### src/rtl/pio_input_capture.sv
// Avalon-MM input PIO: synchronize, debounce, invert and edge-capture
// board inputs, with a maskable level interrupt and write-1-to-clear captures.
module pio_input_capture #(
    parameter int          WIDTH           = 10,
    parameter int          DEBOUNCE_CYCLES = 50000,
    parameter logic [31:0] INVERT_MASK     = '0,
    parameter int          EDGE_TYPE       = 0
) (
    input  logic             clk,
    input  logic             reset,
    input  logic [1:0]       avs_address,
    input  logic             avs_read,
    input  logic             avs_write,
    input  logic [31:0]      avs_writedata,
    output logic [31:0]      avs_readdata,
    input  logic [WIDTH-1:0] in_port,
    output logic             irq
);

    localparam int CW = (DEBOUNCE_CYCLES > 1) ? $clog2(DEBOUNCE_CYCLES) : 1;
    localparam logic [CW-1:0] CNT_MAX = CW'(DEBOUNCE_CYCLES - 1);
    localparam logic [WIDTH-1:0] INV = INVERT_MASK[WIDTH-1:0];

    logic [WIDTH-1:0] sync1;
    logic [WIDTH-1:0] sync2;
    logic [WIDTH-1:0] s;
    logic [WIDTH-1:0] stable;
    logic [WIDTH-1:0] stable_d;
    logic [WIDTH-1:0] edge_det;
    logic [WIDTH-1:0] edgecapture;
    logic [WIDTH-1:0] irqmask;
    logic [WIDTH-1:0] clr;
    logic [CW-1:0]    cnt [WIDTH];
    logic             wr_mask;
    logic [31:0]      rd_mux;
    logic             unused_wdata;

    // Upper write-data bits have no backing storage when WIDTH < 32.
    assign unused_wdata = ^avs_writedata;

    // Two-flop synchronizer on the asynchronous board inputs.
    always_ff @(posedge clk) begin
        if (reset) begin
            sync1 <= '0;
            sync2 <= '0;
        end else begin
            sync1 <= in_port;
            sync2 <= sync1;
        end
    end

    assign s = sync2 ^ INV;

    // Per-bit debounce: accept a new level only after it holds long enough.
    always_ff @(posedge clk) begin
        if (reset) begin
            stable <= '0;
            for (int i = 0; i < WIDTH; i++) begin
                cnt[i] <= '0;
            end
        end else begin
            for (int i = 0; i < WIDTH; i++) begin
                if (s[i] == stable[i]) begin
                    cnt[i] <= '0;
                end else if (cnt[i] == CNT_MAX) begin
                    stable[i] <= s[i];
                    cnt[i]    <= '0;
                end else begin
                    cnt[i] <= cnt[i] + CW'(1);
                end
            end
        end
    end

    // Edge polarity selection on the debounced level.
    always_comb begin
        edge_det = '0;
        if (EDGE_TYPE == 1) begin
            edge_det = ~stable & stable_d;
        end else if (EDGE_TYPE == 2) begin
            edge_det = stable ^ stable_d;
        end else begin
            edge_det = stable & ~stable_d;
        end
    end

    assign wr_mask = avs_write && (avs_address == 2'd1);
    assign clr = (avs_write && (avs_address == 2'd3))
               ? avs_writedata[WIDTH-1:0] : '0;

    // Capture, mask and interrupt state; a new edge beats a same-cycle clear.
    always_ff @(posedge clk) begin
        if (reset) begin
            stable_d    <= '0;
            edgecapture <= '0;
            irqmask     <= '0;
            irq         <= 1'b0;
        end else begin
            stable_d    <= stable;
            edgecapture <= (edgecapture & ~clr) | edge_det;
            irq         <= |(edgecapture & irqmask);
            if (wr_mask) begin
                irqmask <= avs_writedata[WIDTH-1:0];
            end
        end
    end

    // Register read mux; unimplemented upper bits read as zero.
    always_comb begin
        rd_mux = '0;
        case (avs_address)
            2'd0: rd_mux[WIDTH-1:0] = stable;
            2'd1: rd_mux[WIDTH-1:0] = irqmask;
            2'd2: rd_mux[WIDTH-1:0] = s;
            default: rd_mux[WIDTH-1:0] = edgecapture;
        endcase
    end

    // Read data register: latency one, held until the next read.
    always_ff @(posedge clk) begin
        if (reset) begin
            avs_readdata <= '0;
        end else if (avs_read) begin
            avs_readdata <= rd_mux;
        end
    end

endmodule

### config.mk
export PLATFORM = sky130hd
export DESIGN_NAME = pio_input_capture
export DESIGN_NICKNAME = d
export VERILOG_FILES = /design/src/rtl/pio_input_capture.sv
export SDC_FILE = /design/constraint.sdc
export NUM_CORES = 1
export LEC_CHECK = 0
export CAP_MARGIN = 30
export CORE_MARGIN = 2
export CORE_UTILIZATION = 61
export CTS_CLUSTER_SIZE = 25
export DETAILED_ROUTE_END_ITERATION = 12
export PLACE_DENSITY_LB_ADDON = 0.05
export SLEW_MARGIN = 20
export SYNTH_ARGS = -nofsm -noshare
export SYNTH_HDL_FRONTEND = slang
export SYNTH_SLANG_ARGS = --single-unit
### constraint.sdc
create_clock -name clk -period 3.5 [get_ports clk]
set_input_delay 0.35 -clock clk [delete_from_list [all_inputs] [get_ports clk]]
set_output_delay 0.35 -clock clk [all_outputs]
set_load 0.05 [all_outputs]
### Word level (Yosys, flattened, before mapping)

Memory sizes are Yosys's and may differ from the RTL's.
Index checks and enable logic that the tools add are counted.

* bits in writable memories: 160
* logic and storage cells: 255
* register bits: 71
* bits of input ports: 48
* memories: 1

* bitwise operators: 46
* equal/unequal tests: 23
* multiplexer cells: 144
* $add $sub $neg: 10
* reductions and logical operators: 14

Memory list
* cnt: words 10, width 16, rd ports 10, clocked after Yosys merged registers in 0, write ports 10, RTL line 33 `logic [CW-1:0] cnt [WIDTH];`

Operators by type and width (count)
* 16-bit 2-to-1 mux: 30
* 16-bit by 1-bit adder with 16-bit output, second input constant: 10
* 16-bit == test, second input constant: 10
* 1-bit 2-to-1 mux: 112
* 10-bit AND: 3
* 1-bit bitwise OR: 30
* 10-bit case mux with 3 select lines: 1
* 10-bit NOT: 2
* 2-bit AND reduction: 10
* 1-bit == test: 10
* 10-bit 2-to-1 mux: 1
* 1-bit NOT: 10
* 10-bit bitwise OR: 1
* 10-bit OR reduction: 1
* 2-bit == test, second input constant: 2
* 2-bit by 1-bit == test with 1-bit output, second input constant: 1
* 1-bit logical AND: 2
* 2-bit zero test: 1

### Depth between registers and ports, before layout

Gate-level depths: netlist of run 1.
An unclocked memory read counts as a cell.

* depth in word-level cells: 8
* depth in mapped cells: 7
* gate-level depth less buffers: 5

### Worst setup path before layout of run 1

Ideal clock, no wire load.

* path type: register -> register
* start: memory cnt[9][11] in the netlist's numbering
* end: memory cnt[9][11] in the netlist's numbering, data pin
* clock period less this slack: 2.239 ns
* arrival time: 1.985 ns
* slack: 1.261 ns
* stages on the path, launching flop included: 6
* buffers on the path: 1
* path through: edfxtp_1 > or4_1 > or4_4 > o41ai_4 > buf_6 > nor2_1

RTL lines (RTL line)
* from (decl): 33

==> results of run 1 <==
-- placed cells by master, fill, tap and decap left out, types with 8 or more instances in the layout --
| master | instances |
|---|---|
| sky130_fd_sc_hd__inv_1 | 34 |
| sky130_fd_sc_hd__or4_1 | 8 |
| sky130_fd_sc_hd__a21oi_1 | 13 |
| sky130_fd_sc_hd__clkbuf_16 | 27 |
| sky130_fd_sc_hd__nor2_1 | 210 |
| sky130_fd_sc_hd__ha_1 | 10 |
| sky130_fd_sc_hd__nand4_1 | 45 |
| sky130_fd_sc_hd__dfxtp_1 | 71 |
| sky130_fd_sc_hd__xor2_1 | 22 |
| sky130_fd_sc_hd__nand3_1 | 47 |
| sky130_fd_sc_hd__clkinv_2 | 8 |
| sky130_fd_sc_hd__mux4_2 | 10 |
| sky130_fd_sc_hd__xnor2_1 | 125 |
| sky130_fd_sc_hd__nor3_1 | 37 |
| sky130_fd_sc_hd__nor2b_1 | 42 |
| sky130_fd_sc_hd__nand2_1 | 50 |
| sky130_fd_sc_hd__conb_1 | 182 |
| sky130_fd_sc_hd__edfxtp_1 | 160 |
| sky130_fd_sc_hd__mux2i_1 | 24 |
| sky130_fd_sc_hd__nor4_1 | 50 |
| sky130_fd_sc_hd__clkdlybuf4s50_1 | 35 |
-- kinds of logic (layout without fill, tap and decap cells) --
family	after synthesis	count (layout)
simple gates	534	534
flops	231	231
xor+xnor	147	147
buf+inv	83	119
mux	36	36
compound gates	33	33
fa+ha+maj	10	10
other cells	2	183
-- metrics by stage --
stage / cells / hold slack (ns)
3_5_place_dp: 1480 / 0.424
3_3_place_gp: 1480 / 0.418
5_1_grt: 1527 / 0.389
4_1_cts: 1526 / 0.368
2_1_floorplan: 1256 / 0.414
6_report: 1527 / 0.383
-- state kept, by name (all words and copies together) (netlist names) --
| register | count |
|---|---|
| irq | 1 |
| edgecapture | 10 |
| cnt | 160 |
| stable | 10 |
| sync1 | 10 |
| stable_d | 10 |
| s | 10 |
| avs_readdata | 10 |
| irqmask | 10 |
-- final cells by class --
cell class                 instances  area (um2)
antenna                            1        2.50
clock buffer                      37         743
clock inverter                     9        48.8
fill                            1420        5260
inverter                          34         128
multi-input combinational        942        5500
sequential                       231        6230
tap                              234         293
timing repair buffer              39         380
-- cells in the mapped netlist, types with 6 or more instances --
library cell                 n  share of area [%]
sky130_fd_sc_hd__nor2_1    210                6.9
sky130_fd_sc_hd__edfxtp_1  160                 42
sky130_fd_sc_hd__xnor2_1   125                9.6
sky130_fd_sc_hd__dfxtp_1    71                 12
sky130_fd_sc_hd__nand2_1    50                1.6
sky130_fd_sc_hd__nor4_1     50                2.7
sky130_fd_sc_hd__nand3_1    47                2.1
sky130_fd_sc_hd__nand4_1    45                2.5
sky130_fd_sc_hd__nor2b_1    42                2.3
sky130_fd_sc_hd__nor3_1     37                1.6
sky130_fd_sc_hd__inv_1      34                1.1
sky130_fd_sc_hd__mux2i_1    24                2.1
sky130_fd_sc_hd__buf_4      23                1.5
sky130_fd_sc_hd__xor2_1     22                1.7
sky130_fd_sc_hd__clkbuf_1   15               0.49
sky130_fd_sc_hd__a21oi_1    13               0.57
sky130_fd_sc_hd__ha_1       10                1.1
sky130_fd_sc_hd__mux4_2     10                2.0
sky130_fd_sc_hd__or4_1       8               0.52
sky130_fd_sc_hd__and3_1      7               0.38
sky130_fd_sc_hd__or3_1       7               0.38
sky130_fd_sc_hd__buf_2       6               0.26
-- power by group --
part	leakage (nW)	internal, mW	switching [mW]
clock	0.398	1.47	1.01
sequential	2.23	3.02	0.102
combinational	2.09	0.125	0.202
-- path summary, 6_finish.rpt --
check | cells after the start | to
setup / recovery | 5 | cnt[9][14]
hold reg to reg | 1 | s[3]
hold / removal | 2 | sync1[5]
setup reg to reg | 5 | cnt[9][14]
-- routing by layer --
metal  track usage [%]  share of wire (%)
met1              28.1                 46
met2              34.2                 47
met3              4.11                4.5
met4              5.26                1.7
met5                 0              0.065
==> impl_summary.txt, run 1 <==
----------------------------------------------------
[Run status]
  Run status ... finished, final reports clean

[Global route]
  Number of global-route vias before repair ... ~7400
  Wire length of the first global-routing pass ... ~34 mm
  Pin count of the biggest net entering global routing ... 77
  Initial antenna violation count ... 2
  Total overflow reported by the global router ... 0
  Gr usage total ... 20.6%

[Flow run]
  Number of max-capacitance violations reported ... 0

[STA]
  Sum Neg Setup Slack ... 0 ns
  Final number of setup-violating endpoints ... 0
  Smallest setup slack after layout ... roughly 0.94 ns
  Period minus WS final ... 2.56 ns
  Transition time at the pin with the least slew margin ... between 0.7 and 0.8 ns
  Number of hold violations in the final report ... 0
  Setup repair after global routing missed its margin ... no
  Normalized max-slew margin ... 47.3%
  Max-slew violations ... 0
  Final period utilization ... roughly 73%
  Max frequency ... 390 MHz
  Clock skew ... ~0.010 ns

[Floorplan]
  Num ports ... 81
  FP Rows ... 50
  Die Outline Area ... 19900 um2
  Total core area ... roughly 19000 um2
  Height of the die ... about 140 um
  Initial Utilization ... 61.7%
  Die extent in x ... roughly 140 um

[Clocking]
  TritonCTS clock tree ... yes
  Resized Gates After CTS ... 0
  Clk slew on worst S/H paths ... around 0.06 ns
  Sink Count ... 231
  Hold-fix buffer count after cts ... 0
  Total setup buffers inserted after CTS ... 0
  Number of CTS-inserted buffers ... 25
  Clk Tree Root Cell ... sky130_fd_sc_hd__clkbuf_16
  Number of H-tree branching levels ... 1
  CTS max path bufs ... 3
  Clock latency on the worst-skew pair ... 0.52 ns

[Synth]
  Mapped cell area ... 11500 um2
  Compound-gate portion of the synthesized area ... 2.02%
  Main combinational cell family by area after synthesis ... simple AND/OR/NAND/NOR gates
  Mux contribution to synthesized area ... 4.26%
  Async S/R FF share, synth ... 0%
  Synth Area in XOR/XNOR ... 11.2%
  Primary flip-flop cell chosen by synthesis mapping ... sky130_fd_sc_hd__edfxtp_1
  Mean post-synth cell area ... roughly 11 um2
  Number of distinct library cell variants in the gate-level netlist after synthesis ... 49
  Register bit count reported by yosys ... 231
  Adder and majority gate portion of the synthesized area ... 1.09%
  Synthesized-area fraction occupied by and/or/nand/nor cells ... 23.4%
  Fraction of the yosys area taken by sequential cells ... 54.3%
  Number of instances in the synthesized netlist ... about 1100
  Yosys warning total ... 0
  Number of enable-type register cells in the synthesized netlist ... 160

[Final layout]
  Net total in the final layout ... 1331
  Final core utilization ... between 70% and 80%
  Growth of design area from synthesis to finish ... 16.2%
  Share of cells above drive strength 1 ... 5.03%
  Total non-filler cell area in the finished layout ... 13300 um2

[Worst hold path]
  Hold/Removal Path Class ... input pin to flop
  Critical hold path startpoint ... in_port[5]

[Setup path]
  CP endpoint kind ... flop
  Startpoint kind of the worst setup timing path ... flop
  Stage delay of the slowest cell on the critical path ... 0.65 ns
  CP Cell Sequence ... ha_1 -> nand3_1 -> or4_4 -> o41ai_4 -> nor2_1
  Gate family responsible for the most delay along the worst path ... simple AND/OR/NAND/NOR gates
  Data required time at the worst endpoint ... around 3.7 ns
  Register-to-Register Setup Slack ... 0.94 ns
  CP arrival ... 2.79 ns
  Crit path max fanout ... 15
  CP Launch Point ... cnt[9][0]
  Slowest cell on the critical path ... sky130_fd_sc_hd__o41ai_4
  Reg2reg start ... cnt[9][0]
  Classification of the worst setup path ... flop to flop
  Number of buffers and inverters on the critical path ... 0

[Pwr]
  Peak ir drop on the vdd network ... just over 0.4 mV
  Power density over cell area ... 445 nW/um2
  Final total power ... 5.93 mW
  Leakage power figure ... 4.72 nW

[Route]
  Via count normalized by instance count ... roughly 5.2
  Count of antenna-violating nets left after detailed routing ... 0
  DR WL/cell ... 13.1 um
  Number of iterations in the first detailed-routing pass ... 5
  # DRC ... 0
  Wire length reported by the detailed router ... 20.0 mm
  Vias post-DR ... 7894
  DRT iter0 DRCs ... 338

[Placed design]
  DP HPWL ... 13.9 mm
  IO Port Bufs ... 36
  Dpl cell area ... 12500 um2
  Last weighted congestion value of the routability-driven placer ... approximately 0.83
  Placement-stage worst setup slack ... about 0.90 ns

----------------------------------------------------
(Power assumes the default switching activity.)
==> run 2: changes to the inputs <==
- CORE_UTILIZATION: 61 -> 54
- clock period: 3.5 -> 2.3 ns (I/O delays scaled with it)
==> run 2 against run 1 <==
Net effect: via count up 1.1%; final cell count up 5.5%; first-iteration DRC count up 5.0%; maximum frequency up 15%; global-route usage down 1.6 points; sequential share of layout area down 1.5 points; clock power up 60%; routed wire length up 5.3%.
==> impl_summary.txt, run 2 (synthesis results as in run 1) <==
----------------------------------------------------
[Run status]
  Run status ... finished, final reports clean

[STA]
  Number of hold violations in the final report ... 0 (unchanged)
  Period minus WS final ... 2.23 ns (-0.332 ns)
  Final number of setup-violating endpoints ... 0 (unchanged)
  Smallest setup slack after layout ... 0.0714 ns (-0.868 ns)
  Setup repair after global routing missed its margin ... yes
  Clock skew ... 0.0191 ns (+0.00867 ns)
  Final hold slack ... 0.168 ns (-0.216 ns)
  Transition time at the pin with the least slew margin ... 0.582 ns (-0.206 ns)
  Max-slew violations ... 0 (unchanged)
  Final period utilization ... 96.9% (+24 points)
  Normalized max-slew margin ... 61.1% (+14 points)
  Max frequency ... 449 MHz (+15%)

[Global route]
  Wire length of the first global-routing pass ... 35.1 mm (+2.7%)
  Total overflow reported by the global router ... 0 (unchanged)
  Number of global-route vias before repair ... 7525 (+2.0%)
  Pin count of the biggest net entering global routing ... 54 (-30%)
  Gr usage total ... 19.0% (-1.6 points)
  Initial antenna violation count ... 1 (-1)

[Clocking]
  Hold-fix buffer count after cts ... 0 (unchanged)
  Number of H-tree branching levels ... 1 (unchanged)
  TritonCTS clock tree ... yes
  Number of CTS-inserted buffers ... 26 (+4.0%)
  Clk Tree Root Cell ... sky130_fd_sc_hd__clkbuf_16
  Sink Count ... 231 (unchanged)
  Clk slew on worst S/H paths ... 0.06 ns (about the same)
  CTS max path bufs ... 3 (unchanged)
  Clock latency on the worst-skew pair ... 0.54 ns (+0.02 ns)

[Final layout]
  Final antenna diode count ... 0 (-1)
  Non-Filler Instances ... 1611 (+5.5%)
  Number of fill cells ... 1735 (+22%)
  Total non-filler cell area in the finished layout ... 13800 um2 (+3.4%)
  Most frequent standard cell in the layout excluding fill and tap cells ... sky130_fd_sc_hd__nor2_1
  Net total in the final layout ... 1374 (+3.2%)
  Max reg flops ... 160 (unchanged)
  Share of cells above drive strength 1 ... 8.23% (+3.2 points)
  Growth of design area from synthesis to finish ... 20.1%
  Commonest cells after routing, fill and taps aside ... sky130_fd_sc_hd__nor2_1, sky130_fd_sc_hd__conb_1, sky130_fd_sc_hd__edfxtp_1
  Biggest register ... cnt

[Pwr]
  Share of total power in sequential cells ... 51.1% (-1.5 points)
  Power density over cell area ... 673 nW/um2 (+51%)
  Leakage power figure ... 4.94 nW (+4.7%)
  Portion of total power attributed to combinational logic ... 5.9% (+0.4 points)
  Clock network fraction of total power ... 42.9% (+1.0 points)
  Internal Pwr Total ... 7.13 mW (+55%)
  Net Sw Frac ... 23.1% (+0.83 points)
  Peak ir drop on the vdd network ... 0.591 mV (+42%)
  Switching power ... 2.14 mW (+62%)

[Route]
  Wire length reported by the detailed router ... 21.1 mm (+5.3%)
  Via count normalized by instance count ... 4.96 (-4.1%)
  DRT iter0 DRCs ... 355 (+5.0%)
  DR WL/cell ... 13.1 um (-0.17%)
  # DRC ... 0 (unchanged)
  Count of antenna-violating nets left after detailed routing ... 0 (unchanged)
  Vias post-DR ... 7984 (+1.1%)
  Number of iterations in the first detailed-routing pass ... 5 (unchanged)

[Setup path]
  Startpoint kind of the worst setup timing path ... flop
  CP arrival ... 2.51 ns (-0.28 ns)
  Classification of the worst setup path ... flop to flop
  CP endpoint kind ... flop
  Register-to-Register Setup Slack ... 0.07 ns (-0.87 ns)
  Crit path max fanout ... 7 (-8)
  Data required time at the worst endpoint ... 2.58 ns (-1.15 ns)

[Placed design]
  Dpl cell area ... 12900 um2 (+3.1%)
  Last weighted congestion value of the routability-driven placer ... 0.839 (+0.66%)
  IO Port Bufs ... 36 (unchanged)
  Placed Cells ... 1561 (+5.5%)
  DP HPWL ... 14.8 mm (+6.8%)
  Placement-stage worst setup slack ... 0.0987 ns (-0.802 ns)

[Floorplan]
  Num ports ... 81 (unchanged)
  Total core area ... 21000 um2 (+13%)
  Initial Utilization ... 54.7% (-7.0 points)
  Die Outline Area ... 22400 um2 (+13%)
  FP Rows ... 53 (+6.0%)
  Height of the die ... 150 um (+6.1%)
  Die extent in x ... 150 um (+6.1%)

[Flow run]
  Number of max-capacitance violations reported ... 0 (unchanged)

[Worst hold path]
  Hold/Removal Path Class ... input pin to flop

----------------------------------------------------
-- run 2: cell count changes in the layout (fill, tap and decap cells not counted), sizes merged --
cell	previous run	this run
buf	4	46
bufinv	0	1
clkbuf	37	34
clkinv	8	10
clkinvlp	0	3
diode	1	0
inv	35	34
-- run 2: per-stage QoR --
| stage | total power [mW] | utilization (%) | setup TNS, ns |
|---|---|---|---|
| global route | 9.59 | 65.7 | -0.164 |
| global placement | 5.35 | 61.6 | 0 |
| floorplan | 5.21 | - | 0 |
| finish | 9.26 | 65.7 | 0 |
| detailed placement | 5.36 | 61.6 | 0 |
| CTS | 9.36 | 65.6 | 0 |
-- run 2: layout make-up --
class                   count  area [um2]  area share (%)
repair buffers             81         737            5.35
clock buffers              34         721            5.23
clock inverters            14         110           0.800
flip-flops and latches    231        6230            45.2
inverters                  34         128           0.927
well taps                 275         344            2.50
multi-input cells         942        5500            40.0
-- run 2: power groups by stage --
stage               registers [mW]  logic [mW]  clock network [mW]
floorplan                     4.80       0.417                   0
global placement              4.82       0.533                   0
detailed placement            4.82       0.535                   0
CTS                           4.74       0.540                4.08
global route                  4.76       0.612                4.22
finish                        4.74       0.548                3.98
-- run 2: layer usage --
layer,track usage [%],vias up,wire length [um]
met2,30.5,124,9620
li1,-,4129,-
met1,26.0,3690,9910
met5,0,-,11
met3,4.15,39,1010
met4,5.85,2,508
-- run 2: critical path: stages (launching register included) --
cell and delay [ns]:
sky130_fd_sc_hd__edfxtp_1 0.42, sky130_fd_sc_hd__or4_1 0.51, sky130_fd_sc_hd__or4_4 0.51, sky130_fd_sc_hd__o41ai_4 0.27
sky130_fd_sc_hd__buf_4 0.21, sky130_fd_sc_hd__nor2_1 0.05
-- run 2: repair_timing --
action / in CTS / in global routing
endpoints found under the hold margin: 0 / 0
resized for setup: 0 / 2
endpoints found under the setup margin: 0 / 15
buffers inserted: 0 / 2
-- run 2: path summary, 6_finish.rpt --
check | startpoint | endpoint | cells past startpoint
worst max-delay path | cnt[9][12] | cnt[9][6] | 5
worst min-delay path | reset | sync1[4] | 2
worst max register to register | cnt[9][12] | cnt[9][6] | 5
worst min register to register | sync1[7] | s[7] | 1
